**src/rtl/vga_fb_pkg.sv**
```systemverilog
// Shared definitions for the frame-buffer path.
// Holds the arbiter state encoding and the default geometry constants.
// The scan-out address generator uses the same geometry constants.
package vga_fb_pkg;

    localparam int unsigned FB_ADDR_W = 17;
    localparam int unsigned FB_DATA_W = 12;
    localparam int unsigned FB_DEPTH  = 76800;  // 320x240 pixel words

    typedef enum logic [1:0] {
        S_IDLE     = 2'd0,
        S_CLR_PEND = 2'd1,
        S_CLEAR    = 2'd2
    } fb_state_e;

endpackage

```
**src/rtl/vga_fb_arbiter_if.sv**
```systemverilog
// Bus bundle for vga_fb_arbiter.
// Groups the scan-out read port, the writer handshake, the clear control and the BRAM port.
//   slave  : arbiter view (the vga_fb_arbiter instance)
//   master : environment view (scan-out, writer, clear control and BRAM)
interface vga_fb_arbiter_if
    import vga_fb_pkg::*;
#(
    parameter int unsigned ADDR_W = FB_ADDR_W,
    parameter int unsigned DATA_W = FB_DATA_W
);
    logic              disp_rd;
    logic [ADDR_W-1:0] disp_addr;
    logic              disp_valid;
    logic [DATA_W-1:0] disp_data;
    logic              wr_valid;
    logic              wr_ready;
    logic [ADDR_W-1:0] wr_addr;
    logic [DATA_W-1:0] wr_data;
    logic              clr_start;
    logic [DATA_W-1:0] clr_color;
    logic              clr_busy;
    logic              clr_done;
    logic              wr_starved;
    logic              mem_en;
    logic              mem_we;
    logic [ADDR_W-1:0] mem_addr;
    logic [DATA_W-1:0] mem_wdata;
    logic [DATA_W-1:0] mem_rdata;

    modport slave (
        input  disp_rd, disp_addr, wr_valid, wr_addr, wr_data, clr_start, clr_color, mem_rdata,
        output disp_valid, disp_data, wr_ready, clr_busy, clr_done, wr_starved,
               mem_en, mem_we, mem_addr, mem_wdata
    );

    modport master (
        output disp_rd, disp_addr, wr_valid, wr_addr, wr_data, clr_start, clr_color, mem_rdata,
        input  disp_valid, disp_data, wr_ready, clr_busy, clr_done, wr_starved,
               mem_en, mem_we, mem_addr, mem_wdata
    );

endinterface

```
**src/rtl/vga_fb_clear_seq.sv**
```systemverilog
// Clear address sequencer for the frame-buffer arbiter.
//   clk, reset_n : pixel clock, asynchronous active-low reset
//   start        : restart the sequence at address 0
//   advance      : a clear write was issued at addr this cycle
//   addr         : current clear address (stops at DEPTH-1 and never wraps)
//   at_last      : addr is DEPTH-1
//   done         : one-cycle pulse, the cycle after the last write appears on the BRAM port
module vga_fb_clear_seq #(
    parameter int unsigned ADDR_W = 17,
    parameter int unsigned DEPTH  = 76800
) (
    input  logic              clk,
    input  logic              reset_n,
    input  logic              start,
    input  logic              advance,
    output logic [ADDR_W-1:0] addr,
    output logic              at_last,
    output logic              done
);
    localparam logic [ADDR_W-1:0] LAST_ADDR = ADDR_W'(DEPTH - 1);

    logic [ADDR_W-1:0] addr_q;
    logic              last_q;
    logic              done_q;

    always_ff @(posedge clk or negedge reset_n) begin
        if (!reset_n) begin
            addr_q <= '0;
            last_q <= 1'b0;
            done_q <= 1'b0;
        end else begin
            if (start) begin
                addr_q <= '0;
            end else if (advance && (addr_q != LAST_ADDR)) begin
                addr_q <= addr_q + 1'b1;
            end
            // The last write reaches the BRAM port one cycle after its slot, and done follows it.
            last_q <= advance && (addr_q == LAST_ADDR);
            done_q <= last_q;
        end
    end

    assign addr    = addr_q;
    assign at_last = (addr_q == LAST_ADDR);
    assign done    = done_q;

endmodule

```
**src/rtl/vga_fb_arbiter.sv**
```systemverilog
// Frame-buffer BRAM arbiter between VGA scan-out and the result writer.
// Slot priority per cycle: display read > held write > clear write > idle.
//   clk, reset_n : pixel clock, asynchronous active-low reset
//   bus          : display read port, writer handshake (one-entry hold register),
//                  clear control and status, registered BRAM port
module vga_fb_arbiter
    import vga_fb_pkg::*;
#(
    parameter int unsigned ADDR_W    = FB_ADDR_W,
    parameter int unsigned DEPTH     = FB_DEPTH,
    parameter int unsigned DATA_W    = FB_DATA_W,
    parameter int unsigned STALL_MAX = 1023
) (
    input logic             clk,
    input logic             reset_n,
    vga_fb_arbiter_if.slave bus
);
    localparam int unsigned           STALL_W   = $clog2(STALL_MAX + 1);
    localparam logic [STALL_W-1:0]    STALL_LIM = STALL_W'(STALL_MAX);

    fb_state_e         state_q, state_d;
    logic              ready_en_q;
    logic              hold_full_q;
    logic [ADDR_W-1:0] hold_addr_q;
    logic [DATA_W-1:0] hold_data_q;
    logic [DATA_W-1:0] clr_color_q;
    logic [STALL_W-1:0] stall_cnt_q;
    logic              rd_pend_q;
    logic              disp_valid_q;
    logic              mem_en_q;
    logic              mem_we_q;
    logic [ADDR_W-1:0] mem_addr_q;
    logic [DATA_W-1:0] mem_wdata_q;

    logic              wr_accept;
    logic              clr_accept;
    logic              hold_issue;
    logic              clr_issue;
    logic [ADDR_W-1:0] clr_addr;
    logic              clr_at_last;
    logic              clr_done;

    // ready_en_q holds wr_ready low until the first edge after reset release.
    assign bus.wr_ready   = ready_en_q && !hold_full_q && (state_q == S_IDLE);
    assign bus.clr_busy   = (state_q != S_IDLE);
    assign bus.wr_starved = (stall_cnt_q == STALL_LIM);
    assign bus.clr_done   = clr_done;

    assign wr_accept  = bus.wr_valid && bus.wr_ready;
    assign clr_accept = bus.clr_start && (state_q == S_IDLE);
    assign hold_issue = hold_full_q && !bus.disp_rd;
    assign clr_issue  = (state_q == S_CLEAR) && !hold_full_q && !bus.disp_rd;

    vga_fb_clear_seq #(
        .ADDR_W (ADDR_W),
        .DEPTH  (DEPTH)
    ) u_clear_seq (
        .clk     (clk),
        .reset_n (reset_n),
        .start   (clr_accept),
        .advance (clr_issue),
        .addr    (clr_addr),
        .at_last (clr_at_last),
        .done    (clr_done)
    );

    always_comb begin
        state_d = state_q;
        unique case (state_q)
            S_IDLE:     if (clr_accept) state_d = hold_full_q ? S_CLR_PEND : S_CLEAR;
            S_CLR_PEND: if (hold_issue) state_d = S_CLEAR;
            S_CLEAR:    if (clr_issue && clr_at_last) state_d = S_IDLE;
            default:    state_d = S_IDLE;
        endcase
    end

    always_ff @(posedge clk or negedge reset_n) begin
        if (!reset_n) begin
            state_q      <= S_IDLE;
            ready_en_q   <= 1'b0;
            hold_full_q  <= 1'b0;
            hold_addr_q  <= '0;
            hold_data_q  <= '0;
            clr_color_q  <= '0;
            stall_cnt_q  <= '0;
            rd_pend_q    <= 1'b0;
            disp_valid_q <= 1'b0;
            mem_en_q     <= 1'b0;
            mem_we_q     <= 1'b0;
            mem_addr_q   <= '0;
            mem_wdata_q  <= '0;
        end else begin
            state_q    <= state_d;
            ready_en_q <= 1'b1;

            // wr_accept needs an empty hold, so it never coincides with hold_issue.
            if (wr_accept) begin
                hold_full_q <= 1'b1;
                hold_addr_q <= bus.wr_addr;
                hold_data_q <= bus.wr_data;
            end else if (hold_issue) begin
                hold_full_q <= 1'b0;
            end

            if (clr_accept) clr_color_q <= bus.clr_color;

            if (hold_issue) begin
                stall_cnt_q <= '0;
            end else if (hold_full_q && (stall_cnt_q != STALL_LIM)) begin
                stall_cnt_q <= stall_cnt_q + 1'b1;
            end

            rd_pend_q    <= bus.disp_rd;
            disp_valid_q <= rd_pend_q;

            mem_en_q <= bus.disp_rd || hold_issue || clr_issue;
            mem_we_q <= hold_issue || clr_issue;
            if (bus.disp_rd) begin
                mem_addr_q <= bus.disp_addr;
            end else if (hold_issue) begin
                mem_addr_q  <= hold_addr_q;
                mem_wdata_q <= hold_data_q;
            end else if (clr_issue) begin
                mem_addr_q  <= clr_addr;
                mem_wdata_q <= clr_color_q;
            end
        end
    end

    assign bus.mem_en     = mem_en_q;
    assign bus.mem_we     = mem_we_q;
    assign bus.mem_addr   = mem_addr_q;
    assign bus.mem_wdata  = mem_wdata_q;
    assign bus.disp_valid = disp_valid_q;
    // BRAM data arrives the cycle disp_valid is high; gate it so idle cycles read as zero.
    assign bus.disp_data  = disp_valid_q ? bus.mem_rdata : '0;

endmodule

```
**src/flat_wrapper.sv**
```systemverilog
// flat-port wrapper written by rule: the top's interface ports become plain ports
module vga_fb_arbiter_flat import vga_fb_pkg::*;
#(
    parameter int unsigned ADDR_W    = FB_ADDR_W,
    parameter int unsigned DEPTH     = FB_DEPTH,
    parameter int unsigned DATA_W    = FB_DATA_W,
    parameter int unsigned STALL_MAX = 1023
)
  (clk, reset_n, bus_disp_rd, bus_disp_addr, bus_wr_valid, bus_wr_addr, bus_wr_data, bus_clr_start, bus_clr_color, bus_mem_rdata, bus_disp_valid, bus_disp_data, bus_wr_ready, bus_clr_busy, bus_clr_done, bus_wr_starved, bus_mem_en, bus_mem_we, bus_mem_addr, bus_mem_wdata);
  vga_fb_arbiter_if #(.ADDR_W(ADDR_W), .DATA_W(DATA_W)) bus_i ();
  input logic clk;
  input logic reset_n;
  input wire logic [$bits(bus_i.disp_rd)-1:0] bus_disp_rd;
  input wire logic [$bits(bus_i.disp_addr)-1:0] bus_disp_addr;
  input wire logic [$bits(bus_i.wr_valid)-1:0] bus_wr_valid;
  input wire logic [$bits(bus_i.wr_addr)-1:0] bus_wr_addr;
  input wire logic [$bits(bus_i.wr_data)-1:0] bus_wr_data;
  input wire logic [$bits(bus_i.clr_start)-1:0] bus_clr_start;
  input wire logic [$bits(bus_i.clr_color)-1:0] bus_clr_color;
  input wire logic [$bits(bus_i.mem_rdata)-1:0] bus_mem_rdata;
  output wire logic [$bits(bus_i.disp_valid)-1:0] bus_disp_valid;
  output wire logic [$bits(bus_i.disp_data)-1:0] bus_disp_data;
  output wire logic [$bits(bus_i.wr_ready)-1:0] bus_wr_ready;
  output wire logic [$bits(bus_i.clr_busy)-1:0] bus_clr_busy;
  output wire logic [$bits(bus_i.clr_done)-1:0] bus_clr_done;
  output wire logic [$bits(bus_i.wr_starved)-1:0] bus_wr_starved;
  output wire logic [$bits(bus_i.mem_en)-1:0] bus_mem_en;
  output wire logic [$bits(bus_i.mem_we)-1:0] bus_mem_we;
  output wire logic [$bits(bus_i.mem_addr)-1:0] bus_mem_addr;
  output wire logic [$bits(bus_i.mem_wdata)-1:0] bus_mem_wdata;
  assign bus_i.disp_rd = bus_disp_rd;
  assign bus_i.disp_addr = bus_disp_addr;
  assign bus_i.wr_valid = bus_wr_valid;
  assign bus_i.wr_addr = bus_wr_addr;
  assign bus_i.wr_data = bus_wr_data;
  assign bus_i.clr_start = bus_clr_start;
  assign bus_i.clr_color = bus_clr_color;
  assign bus_i.mem_rdata = bus_mem_rdata;
  assign bus_disp_valid = bus_i.disp_valid;
  assign bus_disp_data = bus_i.disp_data;
  assign bus_wr_ready = bus_i.wr_ready;
  assign bus_clr_busy = bus_i.clr_busy;
  assign bus_clr_done = bus_i.clr_done;
  assign bus_wr_starved = bus_i.wr_starved;
  assign bus_mem_en = bus_i.mem_en;
  assign bus_mem_we = bus_i.mem_we;
  assign bus_mem_addr = bus_i.mem_addr;
  assign bus_mem_wdata = bus_i.mem_wdata;
  vga_fb_arbiter #(.ADDR_W(ADDR_W), .DEPTH(DEPTH), .DATA_W(DATA_W), .STALL_MAX(STALL_MAX)) u_core (.clk(clk), .reset_n(reset_n), .bus(bus_i));
endmodule
```
**config.mk**
```make
export PLATFORM = sky130hd
export DESIGN_NAME = vga_fb_arbiter_flat
export DESIGN_NICKNAME = d
export VERILOG_FILES = /design/src/rtl/vga_fb_pkg.sv /design/src/rtl/vga_fb_arbiter_if.sv /design/src/rtl/vga_fb_clear_seq.sv /design/src/rtl/vga_fb_arbiter.sv /design/src/flat_wrapper.sv
export SDC_FILE = /design/constraint.sdc
export NUM_CORES = 1
export LEC_CHECK = 0
export ABC_CLOCK_PERIOD_IN_PS = 5500
export BUFFER_PORTS_ARGS = -buffer_cell sky130_fd_sc_hd__buf_2
export CAP_MARGIN = 20
export CORE_MARGIN = 2
export CORE_UTILIZATION = 49
export CTS_CLUSTER_SIZE = 25
export DETAILED_ROUTE_END_ITERATION = 8
export PLACE_DENSITY = 0.77
export SLEW_MARGIN = 0
export SYNTH_ARGS = -nofsm -noshare
export SYNTH_HDL_FRONTEND = slang
export SYNTH_SLANG_ARGS = --single-unit
```
**constraint.sdc**
```tcl
create_clock -name clk -period 5.5 [get_ports clk]
set_input_delay 0.825 -clock clk [delete_from_list [all_inputs] [get_ports clk]]
set_output_delay 0.825 -clock clk [all_outputs]
set_load 0.02 [all_outputs]
```
Word-level counts from Yosys, hierarchy flattened
Cells that the tools add are included.
{ "word_totals": {"ff_bits": 107, "word_cells": 69, "input_bits": 75, "out_inout_bits": 48} }
{ "op_classes": {"n_mux": 17, "eq_ne": 9, "bitwise": 1, "addsub": 2, "n_reduce_logical": 24} }
{ "ops": {"columns": ["operator", "count"], "rows": [
  ["17-bit two-way mux", 5],
  ["12-bit two-way mux", 3],
  ["10-bit two-way mux", 2],
  ["17-bit by 1-bit adder with 17-bit output, second input constant", 1],
  ["17-bit equality test, second input constant", 1],
  ["17-bit != test, second input constant", 1],
  ["10-bit by 1-bit adder with 10-bit output, second input constant", 1],
  ["10-bit equality test, second input constant", 1],
  ["1-bit logical AND", 10],
  ["10-bit != test, second input constant", 1],
  ["2-bit nonzero test", 5],
  ["2-bit two-way mux", 4],
  ["2-bit one-hot mux with 3 select lines", 1],
  ["2-bit by 1-bit != test with 1-bit output, second input constant", 2],
  ["1-bit logical OR", 3],
  ["3-bit AND reduction", 1],
  ["3-bit nonzero test", 1],
  ["2-bit by 1-bit equality test with 1-bit output, second input constant", 1],
  ["2-bit equality test, second input constant", 1],
  ["1-bit zero test", 2],
  ["2-bit zero test", 1],
  ["1-bit two-way mux", 2],
  ["2-bit != test, second input constant", 1],
  ["2-bit AND reduction", 1],
  ["1-bit NOT", 1]
]} }

Depth between registers and ports, before layout
Gate-level depths: netlist of the first run.
{ "logic_depth": {"ltp_word": 6, "depth_mapped": 7, "ltp_nobuf": 6} }

Hierarchy
A second synthesis of the first run with hierarchy kept.
{ "hier_totals": {"hier_cells": 452, "area_unflattened_um2": 5124.9} }
{ "modules_own_cells": {"columns": ["module", "seq_area_each_um2", "n_inst", "cells_per_inst", "area_per_inst_um2"], "rows": [
  ["vga_fb_arbiter", 2202.1, 1, 353, 4121.5],
  ["vga_fb_clear_seq", 475.5, 1, 99, 1003.5]
]} }

Worst setup path before layout of the first run
No wires, ideal clock.
{ "synth_path": {"path_type": "input -> register", "from": "input port bus_disp_rd", "to": "register u_core.u_clear_seq.addr_q[15] (netlist: u_core.u_clear_seq.addr[15])", "t_required_ns": 5.422, "setup_time_ns": 0.078, "t_arrival_ns": 1.973, "slack_ns": 3.449, "cell_stages": 4, "path_cell_list": "nor4b_4 > nand4_2 > or4_1 > a21oi_1"} }
{ "synth_between": {"elab_chain_len": 4} }
{ "synth_rtl": {"columns": ["item", "line", "text"], "rows": [
  ["start, declared", "flat_wrapper.sv:13", "input wire logic [$bits(bus_i.disp_rd)-1:0] bus_disp_rd;"],
  ["1-bit zero test", "vga_fb_arbiter.sv:52", "assign clr_issue = (state_q == S_CLEAR) && !hold_full_q && !bus.disp_rd;"],
  ["1-bit logical AND", "vga_fb_arbiter.sv:52", null],
  ["1-bit logical AND", "vga_fb_clear_seq.sv:34", "end else if (advance && (addr_q != LAST_ADDR)) begin"],
  ["2-bit nonzero test (no source line)", null, null],
  ["end signal, assigned", "vga_fb_clear_seq.sv:35", "addr_q <= addr_q + 1'b1;"],
  ["end, declared", "vga_fb_clear_seq.sv:22", "logic [ADDR_W-1:0] addr_q;"]
]} }
Every way passes these cells.
A chain may end at the register's enable or synchronous reset.

Worst setup path in the final report of the first run
{ "layout_path": {"from": "register u_core.stall_cnt_q[0]", "to": "output port bus_wr_starved"} }
{ "layout_between": {"elab_chain_len": 1} }
{ "layout_rtl": {"columns": ["item", "line", "text"], "rows": [
  ["start, declared", "vga_fb_arbiter.sv:27", "logic [STALL_W-1:0] stall_cnt_q;"],
  ["start signal, assigned", "vga_fb_arbiter.sv:110", "stall_cnt_q <= stall_cnt_q + 1'b1;"],
  ["10-bit equality test", "vga_fb_arbiter.sv:46", "assign bus.wr_starved = (stall_cnt_q == STALL_LIM);"],
  ["end, declared", "flat_wrapper.sv:26", "output wire logic [$bits(bus_i.wr_starved)-1:0] bus_wr_starved;"]
]} }
Every way passes these cells.

==> flow_summary.json, run 1 <==
{
  "status": "finished, final reports clean",
  "p_leak_uw": 0.002849,
  "ys_types": 44,
  "syn_avg_cell_area_sq_um": 9.911,
  "gr-total-overflow": 0,
  "grt_usage": 0.2213,
  "grt_pass1_vias": 4059,
  "slew_headroom": 0.3608,
  "ys_warn_count": 0,
  "synth_xor_area_frac": 0,
  "dp_hpwl_mm": 8.276,
  "p_per_area_nw_per_um2": 406.3,
  "n_fill_cell": 875,
  "arrival_ns": 1.92,
  "hold_viol": 0,
  "num_rows": 37,
  "ys_seq_area_frac": 0.5318,
  "synthArstFlopShare": 1.000,
  "start_util": 0.4966,
  "route.detailed.wl_per_inst_um": 15.82,
  "fin_setup_tns_ns": 0,
  "final_util": 0.5869,
  "ctsResizeCount": 0,
  "crit_path_end_kind": "output port",
  "die_area_sq_um": 11100,
  "grt_pass1_wl_mm": 19.84,
  "ys.flop_type": "dfrtp_1",
  "via_per_inst": 5.534,
  "ios": 123,
  "r2r_slack_ns": 3.18,
  "start_kind": "flip-flop",
  "ys_ff_latch": 107,
  "holdBufCountCts": 0,
  "io_buffers": 122,
  "hp-class": "reg2reg",
  "finalInstanceArea_sq_um": 5951,
  "drc": 0,
  "rsz0062_at_grt": "no",
  "fin_skew_ns": 0.009266,
  "setup.worst_path.start": "u_core.stall_cnt_q[0]$_DFFE_PN0P_",
  "synth_top_family_by_area": "simple AND/OR/NAND/NOR gates",
  "nNetsFinal": 692,
  "synth_mux_area_frac": 0.1146,
  "htreeDepth": 3,
  "synth_edf_count": 0,
  "setup_viol": 0,
  "cp_max_fo": 7,
  "die_x_um": 105.4,
  "syn_inst": 508,
  "peakVddDrop_mv": 0.1907,
  "cts_setup_buffers": 0,
  "cap_violations": 0,
  "endpoint": "bus_wr_starved",
  "drive_above_1_share": 0.2839,
  "fmax_mhz": 364.9,
  "synth_area_sq_um": 5035,
  "die_y_um": 105.4,
  "critical_path_class": "reg2out",
  "period_needed_ns": 2.741,
  "cts_buffers": 9,
  "cts_tree": "done",
  "area_growth_pct": 18.19,
  "core_area_sq_um": 10140,
  "place_area_sq_um": 5723,
  "r2r-end": "u_core.u_clear_seq.addr[16]$_DFFE_PN0P_",
  "vias": 4184,
  "clock-sinks": 107,
  "grt_max_degree": 62,
  "antenna_found_initial": 0,
  "holdWs_ns": 0.3612,
  "clk_pin_slew_ns": 0.10,
  "synth_compound_area_frac": 0.1071,
  "cts_buffer_depth": 2,
  "clkLatencyLatePin_ns": 0.37,
  "root_buffer": "clkbuf_8",
  "syn_nets": 585,
  "final_max_slew_viol_count": 0,
  "drt_iter0_drc": 311,
  "fin_crit_sh": 0.4983,
  "num_antenna_cells": 0,
  "synth-adder-area-share": 0.004970,
  "drtAntennaViolNets": 0,
  "synth-simple-area-share": 0.2075,
  "r2r-start": "u_core.hold_full_q$_DFFE_PN0P_",
  "routed_wl_mm": 11.96,
  "worst-r2r-cell-count": 6,
  "worstMarginPinSlew_ns": 0.9589,
  "cp.required_ns": 4.68,
  "detail_route.first_pass.iterations": 5,
  "gp_congestion": 0.8421
}
==> power by group <==
| group | switching [uW] | leakage (uW) | internal, uW |
|---|---|---|---|
| Sequential | 194 | 0.00135 | 1040 |
| Clock | 268 | 0.000114 | 284 |
| Combinational | 347 | 0.00139 | 280 |
| Total | 809 | 0.00285 | 1610 |
==> how the worst min path moves through the flow <==
| stage | from | to | slack [ns] | cells after the start |
|---|---|---|---|---|
| 3_3_place_gp | u_core.rd_pend_q$_DFF_PN0_ | u_core.bus.disp_valid$_DFF_PN0_ | 0.34 | 0 |
| 2_1_floorplan | u_core.rd_pend_q$_DFF_PN0_ | u_core.bus.disp_valid$_DFF_PN0_ | 0.33 | 0 |
| 5_1_grt | u_core.rd_pend_q$_DFF_PN0_ | u_core.bus.disp_valid$_DFF_PN0_ | 0.38 | 0 |
| 3_5_place_dp | u_core.rd_pend_q$_DFF_PN0_ | u_core.bus.disp_valid$_DFF_PN0_ | 0.35 | 0 |
| 4_1_cts | u_core.rd_pend_q$_DFF_PN0_ | u_core.bus.disp_valid$_DFF_PN0_ | 0.36 | 0 |
| 6_report | u_core.rd_pend_q$_DFF_PN0_ | u_core.bus.disp_valid$_DFF_PN0_ | 0.36 | 0 |
==> cell type report <==
class | count | area (sq um) | share of cell area
Multi-Input combinational cell | 362 | 2195 | 0.3688
Timing Repair Buffer | 127 | 650.6 | 0.1093
Clock buffer | 13 | 158.9 | 0.02670
Tap cell | 136 | 170.2 | 0.02860
Clock inverter | 3 | 68.82 | 0.01156
Inverter | 8 | 30.03 | 0.005046
Sequential cell | 107 | 2678 | 0.4500
==> flip-flops by register name (all words and copies together) (netlist names), 2 cells and up <==
| signal | count |
|---|---|
| u_core.hold_data_q | 12 |
| u_core.stall_cnt_q | 10 |
| u_core.bus.mem_addr | 17 |
| u_core.u_clear_seq.addr | 17 |
| u_core.bus.mem_wdata | 12 |
| u_core.state_q | 2 |
| u_core.clr_color_q | 12 |
| u_core.hold_addr_q | 17 |
==> stage by stage <==
| step | instances | total power (uW) | worst slack [ns] |
|---|---|---|---|
| after floorplan | 508 | 1635 | 3.449 |
| after global placement | 740 | 1843 | 2.683 |
| after detailed placement | 740 | 1878 | 2.652 |
| after CTS | 756 | 2425 | 2.753 |
| after global routing | 756 | 2559 | 2.629 |
| final | 756 | 2418 | 2.759 |
==> synth_stat cells, types with 2 or more instances <==
master | count | area [sq um]
dfrtp_1 | 107 | 2678
nand2_1 | 96 | 360.4
nor2_1 | 37 | 138.9
a21oi_1 | 32 | 160.2
mux2_2 | 29 | 326.6
mux2i_1 | 25 | 250.2
o21ai_0 | 22 | 110.1
clkbuf_1 | 19 | 71.32
nand3_1 | 17 | 85.08
and2_1 | 16 | 100.1
a31oi_1 | 15 | 93.84
buf_2 | 8 | 40.04
inv_1 | 8 | 30.03
and4_1 | 7 | 61.31
nand2b_1 | 6 | 37.54
nand4_1 | 6 | 37.54
o31ai_1 | 6 | 45.04
and3_1 | 5 | 31.28
or4_1 | 5 | 37.54
o21ai_1 | 4 | 20.02
nor3_1 | 3 | 15.01
nor3b_1 | 3 | 22.52
o211ai_1 | 3 | 22.52
o311ai_0 | 3 | 26.28
o41ai_1 | 3 | 26.28
buf_1 | 2 | 7.510
ha_1 | 2 | 25.02
nor2b_1 | 2 | 12.51
or3_1 | 2 | 12.51
==> critical path: stages (launching register included) <==
cell	delay, ns
dfrtp_1	0.43
ha_1	0.24
and2_1	0.14
nand4_1	0.26
inv_1	0.27
buf_2	0.21
==> kinds of logic after synthesis <==
logic type | after synthesis
fa+ha+maj | 2
mux | 54
simple gates | 213
buf+inv | 39
flops | 107
compound gates | 92
other cells | 1
==> placed cells by master, fill, tap and decap left out, types with 15 or more instances in the layout <==
master,instances
a21oi_1,32
a31oi_1,15
and2_1,16
buf_2,121
dfrtp_1,107
mux2_2,29
mux2i_1,25
nand2_1,96
nand3_1,17
nor2_1,37
o21ai_0,22
==> metal layers <==
| layer | track usage | vias up | share of wire |
|---|---|---|---|
| li1 | - | 1990 | - |
| met1 | 0.3103 | 2015 | 0.46 |
| met2 | 0.3488 | 161 | 0.46 |
| met3 | 0.04515 | 18 | 0.060 |
| met4 | 0.06571 | 0 | 0.018 |
| met5 | 0 | - | 0 |
No activity file was read; power rests on OpenSTA's default activity.
==> run 2, diff against run 1 <==
ABC_AREA = 1   (was default)
ABC_CLOCK_PERIOD_IN_PS = 2600   (was 5500)
clock period = 2.6 ns   (was 5.5 ns; I/O delays follow)
==> run 2 against run 1 <==
Sequential power increased by 110%. First-iteration DRC count increased by 9.6%. Register-to-register slack worse by 2.5 ns. Clock-buffer cell count shrank 4. Area after synthesis up 5.1%. Via count up 6.7%. Largest cell class unchanged. Synthesized cell count is 15% higher. Sequential cell count stayed put. Clock skew grew 0.0054 ns. Largest power group unchanged.
==> flow_summary.json, run 2 <==
{
  "crit_chain": "ha_1 > nand2_1 > nor2_1 > nand3_1 > nor2_1 > buf_2",
  "rsz0062_at_grt": "no",
  "cp_slowest_cell": "dfrtp_1",
  "synthTopCellsByCount": "nand2_1, dfrtp_1, nor2_1",
  "drive_above_1_share": 0.2902,
  "max_stage_delay_ns": 0.39,
  "fin_setup_tns_ns": 0,
  "num_rows": 37,
  "layout_common_cells": "nand2_1, buf_2, dfrtp_1",
  "cts_tree": "done",
  "critical_path_class": "reg2out",
  "p_leak_uw": 0.003084,
  "syn_avg_cell_area_sq_um": 9.027,
  "ys.flop_type": "dfrtp_1",
  "via_per_inst": 5.319,
  "root_buffer": "clkbuf_8",
  "grt_pass1_wl_mm": 20.51,
  "arrival_ns": 1.68,
  "fin_skew_ns": 0.01464,
  "cap_violations": 0,
  "die_y_um": 107.9,
  "die_x_um": 107.9,
  "place_area_sq_um": 5933,
  "ctsResizeCount": 0,
  "synthArstFlopShare": 1.000,
  "synth_mux_area_frac": 0.08728,
  "grt_usage": 0.2232,
  "setup_viol": 0,
  "clk_pin_slew_ns": 0.10,
  "gp_congestion": 0.9521,
  "n_fill_cell": 897,
  "ys_seq_area_frac": 0.5061,
  "synth_top_area_share": 0.5061,
  "clock-sinks": 107,
  "synth_top_family_by_area": "simple AND/OR/NAND/NOR gates",
  "drc": 0,
  "die_area_sq_um": 11640,
  "cts_buffer_depth": 2,
  "syn_inst": 586,
  "final_max_slew_viol_count": 0,
  "routed_wl_mm": 12.72,
  "cts_setup_buffers": 0,
  "synth-simple-area-share": 0.2517,
  "cp.required_ns": 2.21,
  "ys_types": 40,
  "synth-adder-area-share": 0.004730,
  "ios": 123,
  "core_area_sq_um": 10420,
  "synth_edf_count": 0,
  "crit_top_cell": "nor2_1",
  "hold_viol": 0,
  "period_needed_ns": 2.071,
  "crit_path_end_kind": "output port",
  "synth_area_sq_um": 5290,
  "synth.most_common_cell": "nand2_1",
  "nNetsFinal": 775,
  "ys_warn_count": 0,
  "synth_area_leaders": "dfrtp_1, nand2_1, mux2_2",
  "route.detailed.wl_per_inst_um": 15.17,
  "grt_max_degree": 53,
  "fin_cells": 839,
  "start_kind": "flip-flop",
  "htreeDepth": 3,
  "synth_xor_area_frac": 0.01159,
  "synth_compound_area_frac": 0.06930,
  "holdWs_ns": 0.04357,
  "ys_ff_latch": 107,
  "drtAntennaViolNets": 0,
  "total_power_uw": 5257,
  "regArea_sq_um": 2678,
  "gr-total-overflow": 0,
  "num_antenna_cells": 0,
  "hp-class": "in2async",
  "fin_crit_sh": 0.7966,
  "clkLatencyLatePin_ns": 0.37,
  "holdBufCountCts": 0,
  "cts_buffers": 9,
  "vias": 4463,
  "worstMarginPinSlew_ns": 1.026,
  "slew_headroom": 0.3141,
  "multiInputGateArea_sq_um": 2250,
  "syn_nets": 663,
  "status": "finished, final reports clean",
  "detail_route.first_pass.iterations": 5,
  "cp_max_fo": 4,
  "p_per_area_nw_per_um2": 854.3,
  "synth_top_area_cell": "dfrtp_1",
  "dp_hpwl_mm": 9.137,
  "antenna_found_initial": 0,
  "fmax_mhz": 482.8,
  "final_common_cell": "nand2_1",
  "dp_cells": 823,
  "peakVddDrop_mv": 0.5069,
  "grt_pass1_vias": 4465,
  "area_growth_pct": 16.32,
  "finalInstanceArea_sq_um": 6153,
  "io_buffers": 122,
  "start_util": 0.5079,
  "drt_iter0_drc": 341
}
## run 2: changes by cell type after synthesis, moves of 16 or more
cell / before / now
and2_1: 16 / 0
nand2_1: 96 / 160
mux2i_1: 25 / 0
nor2_1: 37 / 69
inv_1: 8 / 41
a21oi_1: 32 / 3
nand3_1: 17 / 41
## run 2: final timing paths
path	slack, ns	cells past startpoint	endpoint	from
setup / recovery	0.53	6	bus_wr_starved	u_core.stall_cnt_q[1]$_DFFE_PN0P_
setup reg to reg	0.67	5	u_core.hold_addr_q[2]$_DFFE_PN0P_	u_core.hold_full_q$_DFFE_PN0P_
max in group asynchronous	1.79	2	u_core.clr_color_q[8]$_DFFE_PN0P_	reset_n
hold reg to reg	0.36	0	u_core.bus.disp_valid$_DFF_PN0_	u_core.rd_pend_q$_DFF_PN0_
min in group clk	0.23	2	u_core.hold_addr_q[0]$_DFFE_PN0P_	bus_wr_addr[0]
hold / removal	0.04	1	u_core.clr_color_q[6]$_DFFE_PN0P_	reset_n
## run 2: kinds of logic (layout without fill, tap and decap cells)
kind of cell,Yosys count,after routing
simple gates,301,301
flops,107,107
buf+inv,72,189
compound gates,55,55
mux,41,41
xor+xnor,7,7
fa+ha+maj,2,2
other cells,1,1
## run 2: layout make-up
class | instances | share of cell area
Multi-Input combinational cell | 407 | 0.3656
Sequential cell | 107 | 0.4351
Timing Repair Buffer | 127 | 0.1057
Clock buffer | 9 | 0.02013
Tap cell | 136 | 0.02765
Inverter | 46 | 0.03009
Clock inverter | 7 | 0.01566
## run 2: critical path, delay by kind of cell, from the launching register on
kind	cells	cell delay (ns)
and+or+nand+nor	4	0.57
DFF	1	0.39
adders and majority gates	1	0.19
buffers and inverters	1	0.18
## run 2: where the power goes
part	internal [uW]	switching [uW]	total, uW	leakage, uW
Clock	550	583	1130	0.000114
Sequential	2220	362	2580	0.00133
Combinational	648	896	1540	0.00164
Total	3420	1840	5260	0.00308
## run 2: layer usage
layer | track usage | share of wire
met1 | 0.2756 | 0.42
met2 | 0.3904 | 0.49
met3 | 0.04237 | 0.070
met4 | 0.07967 | 0.019
met5 | 0 | 0
## run 2: stage by stage
stage / utilization / setup slack (ns)
global placement: 0.5696 / 0.6807
finish: 0.5908 / 0.5288
detailed placement: 0.5696 / 0.5327
CTS: 0.5908 / 0.4910
global route: 0.5908 / 0.3764
floorplan: - / 0.9926
